## config.mk

```make
export PLATFORM = sky130hd
export DESIGN_NAME = id_ex_stage
export DESIGN_NICKNAME = d
export VERILOG_FILES = /design/src/rtl/mips_pkg.sv /design/src/rtl/hazard_detect.sv /design/src/rtl/id_ex_stage.sv
export SDC_FILE = /design/constraint.sdc
export NUM_CORES = 1
export LEC_CHECK = 0
export BUFFER_PORTS_ARGS = -buffer_cell sky130_fd_sc_hd__buf_4
export CAP_MARGIN = 5
export CORE_MARGIN = 4
export CORE_UTILIZATION = 50
export CTS_CLUSTER_SIZE = 40
export DETAILED_ROUTE_END_ITERATION = 10
export GPL_TIMING_DRIVEN = 0
export PLACE_DENSITY = 0.81
export SLEW_MARGIN = 20
export SYNTH_ARGS = -nofsm -noshare
export SYNTH_HDL_FRONTEND = slang
export SYNTH_HIERARCHICAL = 1
export SYNTH_SLANG_ARGS = --single-unit
```

## constraint.sdc

```tcl
create_clock -name clk -period 4.9 [get_ports clk]
set_input_delay 0.245 -clock clk [delete_from_list [all_inputs] [get_ports clk]]
set_output_delay 0.245 -clock clk [all_outputs]
set_load 0.02 [all_outputs]
```

## src/rtl/mips_pkg.sv

```systemverilog
// Shared types for the MIPS pipeline: the decoded control word, the ID/EX
// hold FSM state type and the bubble/zero-register constants.
package mips_pkg;

   typedef struct packed {
      logic       RegWrite;
      logic       MemRead;
      logic       MemWrite;
      logic       MemtoReg;
      logic       ALUSrc;
      logic       RegDst;
      logic       MultDiv;
      logic [3:0] ALUOp;
   } ctrl_t;

   typedef enum logic {
      RUN     = 1'b0,
      MD_BUSY = 1'b1
   } id_ex_state_e;

   localparam logic [4:0] REG_ZERO    = '0;
   localparam ctrl_t      CTRL_BUBBLE = '0;

endpackage

```

## src/rtl/hazard_detect.sv

```systemverilog
// Load-use hazard detector: flags an ID instruction that reads the register
// a load currently in EX is about to produce.
module hazard_detect
   import mips_pkg::*;
#(
   parameter int REG_AW = 5
) (
   input  logic              valid_EX,
   input  ctrl_t             ctrl_EX,
   input  logic [REG_AW-1:0] RT_EX,
   input  logic              valid_ID,
   input  logic              usesRT_ID,
   input  logic [REG_AW-1:0] RS_ID,
   input  logic [REG_AW-1:0] RT_ID,
   output logic              hz
);

   logic rt_match;

   assign rt_match = (RT_EX == RS_ID) || (usesRT_ID && (RT_EX == RT_ID));

   // A load into $zero produces nothing, so it can never be a hazard source.
   assign hz = valid_EX && ctrl_EX.MemRead && (RT_EX != REG_AW'(REG_ZERO)) &&
               valid_ID && rt_match;

endmodule

```

## src/rtl/id_ex_stage.sv

```systemverilog
// ID/EX pipeline register: load-use bubble/stall, multi-cycle mult/div hold
// and write-through of WB results into captured or held operands.
module id_ex_stage
   import mips_pkg::*;
#(
   parameter int DATA_W     = 32,
   parameter int REG_AW     = 5,
   parameter int MD_LATENCY = 4
) (
   input  logic              clk,
   input  logic              rst,
   input  logic              valid_ID,
   input  logic [REG_AW-1:0] RS_ID,
   input  logic [REG_AW-1:0] RT_ID,
   input  logic [REG_AW-1:0] RD_ID,
   input  logic              usesRT_ID,
   input  logic [DATA_W-1:0] readData1_ID,
   input  logic [DATA_W-1:0] readData2_ID,
   input  logic [DATA_W-1:0] signImm_ID,
   input  ctrl_t             ctrl_ID,
   input  logic              flush_ID,
   input  logic              RegWrite_WB,
   input  logic [REG_AW-1:0] wrReg_WB,
   input  logic [DATA_W-1:0] wrData_WB,
   output logic [REG_AW-1:0] RS_EX,
   output logic [REG_AW-1:0] RT_EX,
   output logic [REG_AW-1:0] RD_EX,
   output logic [DATA_W-1:0] readData1_EX,
   output logic [DATA_W-1:0] readData2_EX,
   output logic [DATA_W-1:0] signImm_EX,
   output ctrl_t             ctrl_EX,
   output logic              valid_EX,
   output logic              stall,
   output logic              md_busy
);

   localparam int              CNT_W    = $clog2(MD_LATENCY);
   localparam logic [CNT_W-1:0] CNT_LOAD = CNT_W'(MD_LATENCY - 1);
   localparam logic [CNT_W-1:0] CNT_LAST = CNT_W'(1);

   id_ex_state_e      state, state_nxt;
   logic [CNT_W-1:0]  cnt, cnt_nxt;
   logic              hz;

   logic [REG_AW-1:0] rs_nxt, rt_nxt, rd_nxt;
   logic [DATA_W-1:0] rd1_nxt, rd2_nxt, imm_nxt;
   ctrl_t             ctrl_nxt;
   logic              valid_nxt;

   // Register-file write-through; $zero is never overwritten.
   function automatic logic [DATA_W-1:0] wt(input logic [REG_AW-1:0] idx,
                                            input logic [DATA_W-1:0] d);
      return (RegWrite_WB && (wrReg_WB != REG_AW'(REG_ZERO)) && (wrReg_WB == idx))
             ? wrData_WB : d;
   endfunction

   hazard_detect #(.REG_AW(REG_AW)) u_hazard_detect (
      .valid_EX  (valid_EX),
      .ctrl_EX   (ctrl_EX),
      .RT_EX     (RT_EX),
      .valid_ID  (valid_ID),
      .usesRT_ID (usesRT_ID),
      .RS_ID     (RS_ID),
      .RT_ID     (RT_ID),
      .hz        (hz)
   );

   always_comb begin
      // NOTE: every signal gets a default first so no path can infer a latch.
      state_nxt = state;
      cnt_nxt   = cnt;
      stall     = 1'b0;
      md_busy   = 1'b0;
      rs_nxt    = RS_EX;
      rt_nxt    = RT_EX;
      rd_nxt    = RD_EX;
      rd1_nxt   = readData1_EX;
      rd2_nxt   = readData2_EX;
      imm_nxt   = signImm_EX;
      ctrl_nxt  = ctrl_EX;
      valid_nxt = valid_EX;

      unique case (state)
         RUN: begin
            if (flush_ID || hz) begin
               rs_nxt    = '0;
               rt_nxt    = '0;
               rd_nxt    = '0;
               rd1_nxt   = '0;
               rd2_nxt   = '0;
               imm_nxt   = '0;
               ctrl_nxt  = CTRL_BUBBLE;
               valid_nxt = 1'b0;
               stall     = !flush_ID;
            end else begin
               rs_nxt    = RS_ID;
               rt_nxt    = RT_ID;
               rd_nxt    = RD_ID;
               rd1_nxt   = wt(RS_ID, readData1_ID);
               rd2_nxt   = wt(RT_ID, readData2_ID);
               imm_nxt   = signImm_ID;
               ctrl_nxt  = ctrl_ID;
               valid_nxt = valid_ID;
               if (valid_ID && ctrl_ID.MultDiv) begin
                  state_nxt = MD_BUSY;
                  cnt_nxt   = CNT_LOAD;
               end
            end
         end
         MD_BUSY: begin
            // Held operands keep absorbing WB results so they are current on exit.
            stall   = 1'b1;
            md_busy = 1'b1;
            rd1_nxt = wt(RS_EX, readData1_EX);
            rd2_nxt = wt(RT_EX, readData2_EX);
            cnt_nxt = cnt - CNT_LAST;
            if (cnt == CNT_LAST) state_nxt = RUN;
         end
         default: state_nxt = RUN;
      endcase
   end

   // NOTE: sequential state uses non-blocking assignments so all registers
   // update together from pre-edge values.
   always_ff @(posedge clk or posedge rst) begin
      if (rst) begin
         state        <= RUN;
         cnt          <= '0;
         RS_EX        <= '0;
         RT_EX        <= '0;
         RD_EX        <= '0;
         readData1_EX <= '0;
         readData2_EX <= '0;
         signImm_EX   <= '0;
         ctrl_EX      <= CTRL_BUBBLE;
         valid_EX     <= 1'b0;
      end else begin
         state        <= state_nxt;
         cnt          <= cnt_nxt;
         RS_EX        <= rs_nxt;
         RT_EX        <= rt_nxt;
         RD_EX        <= rd_nxt;
         readData1_EX <= rd1_nxt;
         readData2_EX <= rd2_nxt;
         signImm_EX   <= imm_nxt;
         ctrl_EX      <= ctrl_nxt;
         valid_EX     <= valid_nxt;
      end
   end

endmodule

```

* Yosys cells after proc, flatten, opt, wreduce, memory -nomap -nowiden *
Index checks and enable logic that the tools add are counted.

word-level totals
  bits in registers = 126
  bits of input ports = 165
  output and inout port bits = 125

operators by class
  add/sub/neg operators = 1
  eq/ne operators = 11
  mux-type cells = 24
  bitwise gates (word level) = 1
  reductions and logical operators = 17

operators with widths
  kind                   count
  $mux W32               7
  $pmux W32 S2           2
  $eq A5 B5 Y1           6
  $mux W5                3
  $logic_and A1 B1 Y1    11
  $mux W11               1
  $reduce_bool A5 Y1     2
  $mux W1                6
  $mux W2                2
  $ne A2 B1 Y1 const B   2
  $ne A2 B2 Y1 const B   2
  $pmux W1 S2            2
  $pmux W2 S2            1
  $eq A2 B1 Y1 const B   1
  $logic_or A1 B1 Y1     2
  $reduce_and A2 Y1      1
  $sub A2 B1 Y2 const B  1
  $logic_not A1 Y1       1
  $not A1 Y1             1

* Depth between registers and ports, before layout *
Gate-level depths: netlist (run 1).

  depth in word-level cells = 7
  depth in mapped cells = 9
  mapped depth without buffers = 8

* By module *
The synthesis (run 1) kept the hierarchy.

by module, submodules not included
  module         instances  cells each  area each (um^2)
  id_ex_stage    1          665         7,179.4
  hazard_detect  1          17          130.1

* Worst setup path after synthesis (run 1) *
Ideal clock, no wire load.

  path type = register to register
  from = register RT_EX[3]
  to = register readData2_EX[0]
  setup time = 82 ps
  data arrival time = 2,490 ps
  setup slack = 2,328 ps
  cell stages (with the launch flop) = 9
  path buffers = 2
  period minus slack after synthesis = 2,572 ps
  cell sequence = dfrtp_1 or4_1 o2111ai_1 a21oi_1 nor3_2 clkbuf_1 clkbuf_1 o311ai_1 a31oi_1

on the way
  cells in the longest elaborated chain, start to end = 7
  elaborated cells between the ends (all ways) = 14

ends and longest elaborated chain
  what                                                              line                                      source
  start: declaration                                                id_ex_stage.sv:26                         output logic [REG_AW-1:0] RT_EX,
  start signal: assignment                                          id_ex_stage.sv:141                        RT_EX <= rt_nxt;
  $eq A5 B5 Y1 / $reduce_bool A5 Y1 (equally long branches)         hazard_detect.sv:20, hazard_detect.sv:23
  $logic_and A1 B1 Y1, on equally long branches                     hazard_detect.sv:20, hazard_detect.sv:23
  $logic_or A1 B1 Y1 / $logic_and A1 B1 Y1 (equally long branches)  hazard_detect.sv:20, hazard_detect.sv:23
  $logic_and A1 B1 Y1 (*)                                           hazard_detect.sv:24                       valid_ID && rt_match;
  net hz                                                            id_ex_stage.sv:43                         logic hz;
  $logic_or A1 B1 Y1 (*)                                            id_ex_stage.sv:85                         if (flush_ID || hz) begin
  $mux W32 (*)                                                      id_ex_stage.sv:85
  $pmux W32 S2 (*)                                                  id_ex_stage.sv:83                         unique case (state)
  end signal: assignment                                            id_ex_stage.sv:144                        readData2_EX <= rd2_nxt;
  end: declaration                                                  id_ex_stage.sv:29                         output logic [DATA_W-1:0] readData2_EX,

Mark *: on every way through the listed nets, which the timed path passes. The rest lies on a longest branch.
A chain may end at the register's enable or synchronous reset.

* Worst setup path in the final report (run 1) *
  from = register RT_EX[3]
  to = register readData2_EX[1]

Same word-level chain as after synthesis.

==> flow_summary.toml, run 1 <==
[run_status]
status = "finished clean"

[cells_and_area]
drive_gt1_share_pct = 36.4
final_cell_mix = "buf_4 (285), dfrtp_1 (126), clkbuf_1 (74), a311oi_1 (64), a31oi_1 (64)"
layout_commonest_cell = "buf_4"
insertedDiodeCount = 0
register_area_um2 = 3150
layout-area-overhead-vs-synth_pct = 41.8
fillers = 1079
final_nets = 1153
utilization_pct = 73.5
multi_input_area_um2 = 3570

[global_routing]
antenna_found_initial = 0
grt_overflow = 0
first_global_vias = 7617
grt_max_degree = 70
grtUsageTotal_pct = 33.0
grt_pass1_wl_um = 42200

[sta]
rsz0062_at_grt = "no"
fmax_mhz = 262
relSlewSlack_pct = 34.6
fin_crit_ns = 3.81
setup_viol = 0
slew_viol_final = 0
period_share_pct = 77.8
worst_pin_slew_ns = 0.973
finalHoldViolations = 0
skew_ns = 0.00745
fin_ws_ns = 1.09

[power_and_ir_drop]
irDropWorstVdd_mv = 0.343
p_leak_nw = 4.46
power.density_nw_per_um2 = 619
p_comb_share_pct = 49.8
p_int_w = 0.00370
clockPowerShare_pct = 22.0
power_frac_seq_pct = 28.2
switching_power_w = 0.00272
finalPower_w = 0.00642
switching_share_pct = 42.4

[clocking]
post-cts-setup-buffer-count = 0
cts_root_buf = "clkbuf_16"
postCtsResizedCells = 0
clkLatencyLatePin_ns = 0.43
htreeDepth = 4
clk_pin_slew_ns = 0.06
cts-buffers-inserted = 17
clock_sinks = 126
cts_tree = "yes"
cts_buffer_depth = 2

[logic_synthesis]
yosysWarnings = 6
seq_area_frac_synth_pct = 43.1
synth.avg_cell_area_um2 = 10.7
syn_area_um2 = 7310
synthFlopType = "dfrtp_1"
syn_nets = 848
synth_edf_count = 0
async_flop_share_pct = 100
synthCells = 682
synthDistinctLibCells = 37
ys_seq_elements = 126

[hold_path]
min_path_type = "in2reg"

[placement]
dp_slack_ns = 1.29
place_hpwl_um = 20600
place_congestion = 0.882
portBuffers = 284

[die]
chipHeight_um = 129
fp.dieArea_um2 = 16600
core_area_um2 = 14100
die_w_um = 129
rows = 43
pin_count = 290
start_util_pct = 51.9

[detailed_routing]
wl_per_cell_um = 23.8
vias = 7883
dr.first_iter.drc_count = 1036
via_per_inst = 6.68
ant_nets = 0
wirelength_um = 28100
route.detailed.drc = 0
firstDrtPassIters = 8

[setup_path]
cp.arrival_ns = 4.15
cp_max_fo = 10
critPathLaunchType = "register"
required_ns = 5.24
endpoint_kind = "register"
crit_type = "reg2reg"

[run]
maxCapViolations = 0
[logic make-up after synthesis]
group / synth area share (%)
buf+inv: 7.96
simple gates: 7.45
xor+xnor: 3.59
compound gates: 37.7
flops: 43.1
fa+ha+maj: 0.171
[synth_stat cells, types with 2 or more instances]
| cell | n | area share, % |
|---|---|---|
| clkbuf_2 | 3 | 0.21 |
| inv_1 | 3 | 0.15 |
| nor2_1 | 5 | 0.26 |
| nand2_1 | 5 | 0.26 |
| a311oi_1 | 64 | 7.7 |
| clkbuf_1 | 73 | 3.7 |
| a31oi_1 | 64 | 5.5 |
| o311ai_0 | 55 | 6.6 |
| dfrtp_1 | 126 | 43 |
| and2_1 | 56 | 4.8 |
| and3_1 | 3 | 0.26 |
| a31o_2 | 2 | 0.24 |
| a22o_1 | 58 | 6.9 |
| nand3_1 | 4 | 0.27 |
| o21ai_0 | 3 | 0.21 |
| xnor2_1 | 13 | 1.6 |
| buf_2 | 6 | 0.41 |
| a21oi_1 | 2 | 0.14 |
| xor2_1 | 17 | 2.0 |
| a41oi_1 | 54 | 6.5 |
| and2_0 | 10 | 0.86 |
| nor3_1 | 4 | 0.27 |
| a41oi_2 | 10 | 2.2 |
| o311ai_1 | 9 | 1.1 |
| buf_6 | 21 | 3.2 |
[final timing paths]
check | from | slack, ns | endpoint | depth (start not counted)
worst max-delay path | RT_EX[3] | 1.09 | readData2_EX[1] | 8
worst min-delay path | signImm_ID[20] | 0.03 | signImm_EX[20] | 2
worst max register to register | RT_EX[3] | 1.09 | readData2_EX[1] | 8
worst min register to register | cnt[0] | 0.49 | cnt[0] | 1
max in group asynchronous | rst | 3.81 | readData2_EX[17] | 4
min in group asynchronous | rst | 0.38 | RS_EX[2] | 3
[final cells by class]
cell class / instances / area share [%]
Buffer: 105 / 5.47
Clock buffer: 19 / 4.27
Clock inverter: 13 / 2.05
Inverter: 4 / 0.217
Multi-Input combinational cell: 447 / 34.5
Sequential cell: 126 / 30.4
Tap cell: 180 / 2.17
Timing Repair Buffer: 286 / 20.9
[metrics by stage]
stage,setup TNS [ns],cells,instance area [um2],hold WS (ns)
CTS,0,1180,10400,0.0196
global placement,-27.84,1146,9670,0.457
floorplan,0,682,7310,0.374
detailed placement,0,1147,9700,0.291
global route,0,1180,10400,0.0249
finish,0,1180,10400,0.0262
[routing by layer]
metal  vias up  track usage, %  wire (um)
met1      3777            41.4      10400
met3        80            10.3       3290
met4         0            12.9        949
li1       3464               -          -
met5         -               0          0
met2       562            53.5      13400
[power groups by stage]
| stage | clock (W) | sequential (W) | combinational (W) |
|---|---|---|---|
| after floorplan | 0 | 0.00225 | 0.00136 |
| after global placement | 0 | 0.00180 | 0.00311 |
| after detailed placement | 0 | 0.00180 | 0.00316 |
| after CTS | 0.00141 | 0.00180 | 0.00317 |
| after global routing | 0.00146 | 0.00185 | 0.00341 |
| final | 0.00141 | 0.00181 | 0.00319 |
[worst max-delay path: stages (launching register included)]
cell	delay, ns
dfrtp_1	0.49
or4_1	0.56
o2111ai_1	0.21
a21oi_1	0.12
nor3_2	0.67
clkbuf_1	0.66
clkbuf_1	0.59
o311ai_1	0.20
a31oi_1	0.22
[registers in the layout, indices dropped and copies added, names as in the netlist]
name and flops:
signImm_EX 32, RT_EX 5, cnt 2, readData1_EX 32, valid_EX 1, RD_EX 5, RS_EX 5, state 1
ctrl_EX 11, readData2_EX 32
[what timing repair did]
item / 4_1_cts / 5_1_grt
hold endpoints to repair: 57 / 0
hold buffers: 1 / 0
endpoints found under the setup margin: 0 / 0
No activity file was read; power rests on OpenSTA's default activity.
==> run 2, diff against run 1 <==
--- a/config.mk
+++ b/config.mk
@@ -5,14 +5,15 @@
 export SDC_FILE = /design/constraint.sdc
 export NUM_CORES = 1
 export LEC_CHECK = 0
+export ABC_AREA = 1
 export BUFFER_PORTS_ARGS = -buffer_cell sky130_fd_sc_hd__buf_4
 export CAP_MARGIN = 5
 export CORE_MARGIN = 4
-export CORE_UTILIZATION = 50
+export CORE_UTILIZATION = 44
 export CTS_CLUSTER_SIZE = 40
 export DETAILED_ROUTE_END_ITERATION = 10
 export GPL_TIMING_DRIVEN = 0
-export PLACE_DENSITY = 0.81
+export PLACE_DENSITY = 0.77
 export SLEW_MARGIN = 20
 export SYNTH_ARGS = -nofsm -noshare
 export SYNTH_HDL_FRONTEND = slang
==> constraint.sdc (replaced) <==
create_clock -name clk -period 3.2 [get_ports clk]
set_input_delay 0.16 -clock clk [delete_from_list [all_inputs] [get_ports clk]]
set_output_delay 0.16 -clock clk [all_outputs]
set_load 0.02 [all_outputs]
==> run 2 against run 1 <==
Sequential power grew 62%; cell area grew 0.15%; first-iteration DRC count shrank 46%; register-to-register slack lost 0.34 ns; non-clock buffer count grew 12; fmax grew 55%; die area grew 5.1%; sequential cell count is the same; sequential share of layout area is essentially flat; critical endpoint is now readData2_EX[7]; largest cell class is now sequential cells; largest power group unchanged; highest routed layer unchanged.
==> flow_summary.toml, run 2 <==
[run_status]
status = "finished clean"

[hold_path]
min_path_type = "in2reg"
whs_path_depth = 3

[sta]
period_share_pct = 76.8
slew_viol_final = 0
setup_viol = 0
finalHoldViolations = 0
skew_ns = 0.0190
worst_pin_slew_ns = 0.632
setup_tns_ns = 0
rsz0062_at_grt = "no"
relSlewSlack_pct = 57.9
fmax_mhz = 407
fin_crit_ns = 2.46

[logic_synthesis]
yosysWarnings = 6
ys_seq_elements = 126
synth.most_common_cell = "nand3_1"
synth_edf_count = 0
netlist.area_leader.share_pct = 46.5
async_flop_share_pct = 100
synth.avg_cell_area_um2 = 7.82
seq_area_frac_synth_pct = 46.5
syn_nets = 1034
synthCells = 868
syn_area_um2 = 6790
yosysTopAreaCell = "dfrtp_1"
yosys-top-cells-area = "dfrtp_1 (46%), nand3_1 (9.8%), nand2_1 (6.7%)"
synthFlopType = "dfrtp_1"
yosys-top-cells-count = "nand3_1 (133), dfrtp_1 (126), nand2_1 (121)"
synthDistinctLibCells = 26

[clocking]
clk_pin_slew_ns = 0.06
postCtsResizedCells = 0
cts_tree = "yes"
cts_buffer_depth = 2
cts-buffers-inserted = 17
post-cts-setup-buffer-count = 0
htreeDepth = 4
clock_sinks = 126
clkLatencyLatePin_ns = 0.43
cts_root_buf = "clkbuf_16"

[setup_path]
crit_start = "RT_EX[1]"
worstReg2RegEnd = "readData2_EX[7]"
critical_path.slowest_cell = "clkbuf_1"
cpMostUsedCell = "nand2_1"
worstRegToRegCells = 12
r2r_setup_slack_ns = 0.74
cp_max_fo = 10
slowest_delay_ns = 0.50
required_ns = 3.54
critPathBufInv = 3
endpoint_kind = "register"
cp.arrival_ns = 2.80
cp_top_family = "simple AND/OR/NAND/NOR gates"
crit_type = "reg2reg"
critPathLaunchType = "register"
path_cells = "inv_1 > nand2_1 > nand2_1 > nor2_1 > nand3_1 > a21oi_2 > nor2_1 > nand2_1 > inv_2 > clkbuf_1 > nand3_1 > a21oi_1"
cp-endpoint = "readData2_EX[7]"
path_depth = 12
reg2reg_from = "RT_EX[1]"

[power_and_ir_drop]
p_leak_nw = 5.49
finalPower_w = 0.00962
power.density_nw_per_um2 = 927
irDropWorstVdd_mv = 0.529

[global_routing]
grtUsageMet3_pct = 7.52
grt_max_degree = 34
gr-usage-met1_pct = 34.8
gr-usage-met2_pct = 48.1
antenna_found_initial = 0
grtUsageTotal_pct = 28.5
grt_pass1_wl_um = 39900
first_global_vias = 7612
grt_overflow = 0
top_usage_layer = "met2"

[cells_and_area]
layout-area-overhead-vs-synth_pct = 53.0
reg_top3 = "readData1_EX x32, readData2_EX x32, signImm_EX x32"
fillers = 1217
final_area_um2 = 10400
drive_gt1_share_pct = 30.7
final_nets = 1396
layout_commonest_cell = "buf_4"
multi_input_area_um2 = 2850
insertedDiodeCount = 0
final_cell_mix = "buf_4 (285), nand3_1 (133), dfrtp_1 (126), nand2_1 (121), inv_1 (119)"
register_area_um2 = 3150
final_cells = 1431

[placement]
place_congestion = 0.935
place_hpwl_um = 18300
place_area_um2 = 9240
place_inst = 1345
portBuffers = 285

[die]
core_area_um2 = 15100
start_util_pct = 44.8
pin_count = 290
rows = 45
fp.dieArea_um2 = 17500
chipHeight_um = 132
die_w_um = 132

[detailed_routing]
vias = 7478
dr.first_iter.drc_count = 555
wl_per_cell_um = 17.6
firstDrtPassIters = 5
route.detailed.drc = 0
wirelength_um = 25200
via_per_inst = 5.23
ant_nets = 0

[run]
maxCapViolations = 0
==> run 2: cell count changes after synthesis, moves of 53 or more <==
cell      change
a31oi_1      -63
a311oi_1     -64
clkbuf_1     -53
o21ai_0      +59
a21oi_1      +64
a41oi_1      -54
inv_1       +117
nand2_1     +116
o311ai_0     -55
and2_1       -56
nand3_1     +129
nor2_1       +77
==> run 2: logic make-up (layout without fill, tap and decap cells) <==
logic type	Yosys count	in the layout	synth area share (%)
AOI/OAI and AO/OA	190	190	16.9
xor gates and xnor gates	15	15	1.94
adders and majority gates	1	1	0.184
buffers and inverters	184	559	11.5
DFF	126	126	46.5
and+or+nand+nor	352	352	23.1
==> run 2: power breakdown <==
part           switching (W)  internal [W]  total [W]  leakage, nW
clock               0.000809       0.00117    0.00198        0.290
combinational        0.00278       0.00193    0.00471         3.62
sequential          0.000570       0.00236    0.00293         1.58
==> run 2: metrics by stage <==
step / worst slack (ns) / hold WS, ns / util (%)
after floorplan: 1.27 / 0.270 / -
after global placement: 0.591 / 0.376 / 60.5
after detailed placement: 0.791 / 0.0919 / 61.0
after CTS: 0.749 / 0.0293 / 68.6
after global routing: 0.533 / 0.0510 / 68.6
final: 0.742 / 0.0433 / 68.6
==> run 2: worst register-to-register path, delay by kind of cell, from the launching register on <==
kind            cells  cell delay [ns]
compound gates      2             0.24
flops               1             0.46
buf+inv             3             0.84
simple gates        7             0.85
==> run 2: per-layer routing <==
layer / vias up / routed length [um]
met5: - / 0
met1: 3485 / 9790
met3: 67 / 2140
met4: 0 / 847
met2: 363 / 12500
li1: 3563 / -
==> run 2: area by class of cell <==
type	count	share of cell area (%)
Multi-Input combinational cell	558	27.5
Timing Repair Buffer	343	26.6
Buffer	60	3.01
Tap cell	188	2.27
Clock inverter	15	1.66
Inverter	124	4.52
Clock buffer	17	4.10
Sequential cell	126	30.4
==> run 2: worst min-delay path by stage <==
stage | startpoint | end
floorplan | RS_ID[2] | RS_EX[2]
global placement | signImm_ID[4] | signImm_EX[4]
detailed placement | rst | signImm_EX[1]
CTS | flush_ID | ctrl_EX[4]
global route | RT_ID[4] | RT_EX[4]
finish | RS_ID[3] | RS_EX[3]
==> run 2: timing repair <==
action	in CTS	in global routing
hold buffers	54	0
setup endpoints to repair	0	0
hold endpoints to repair	118	0
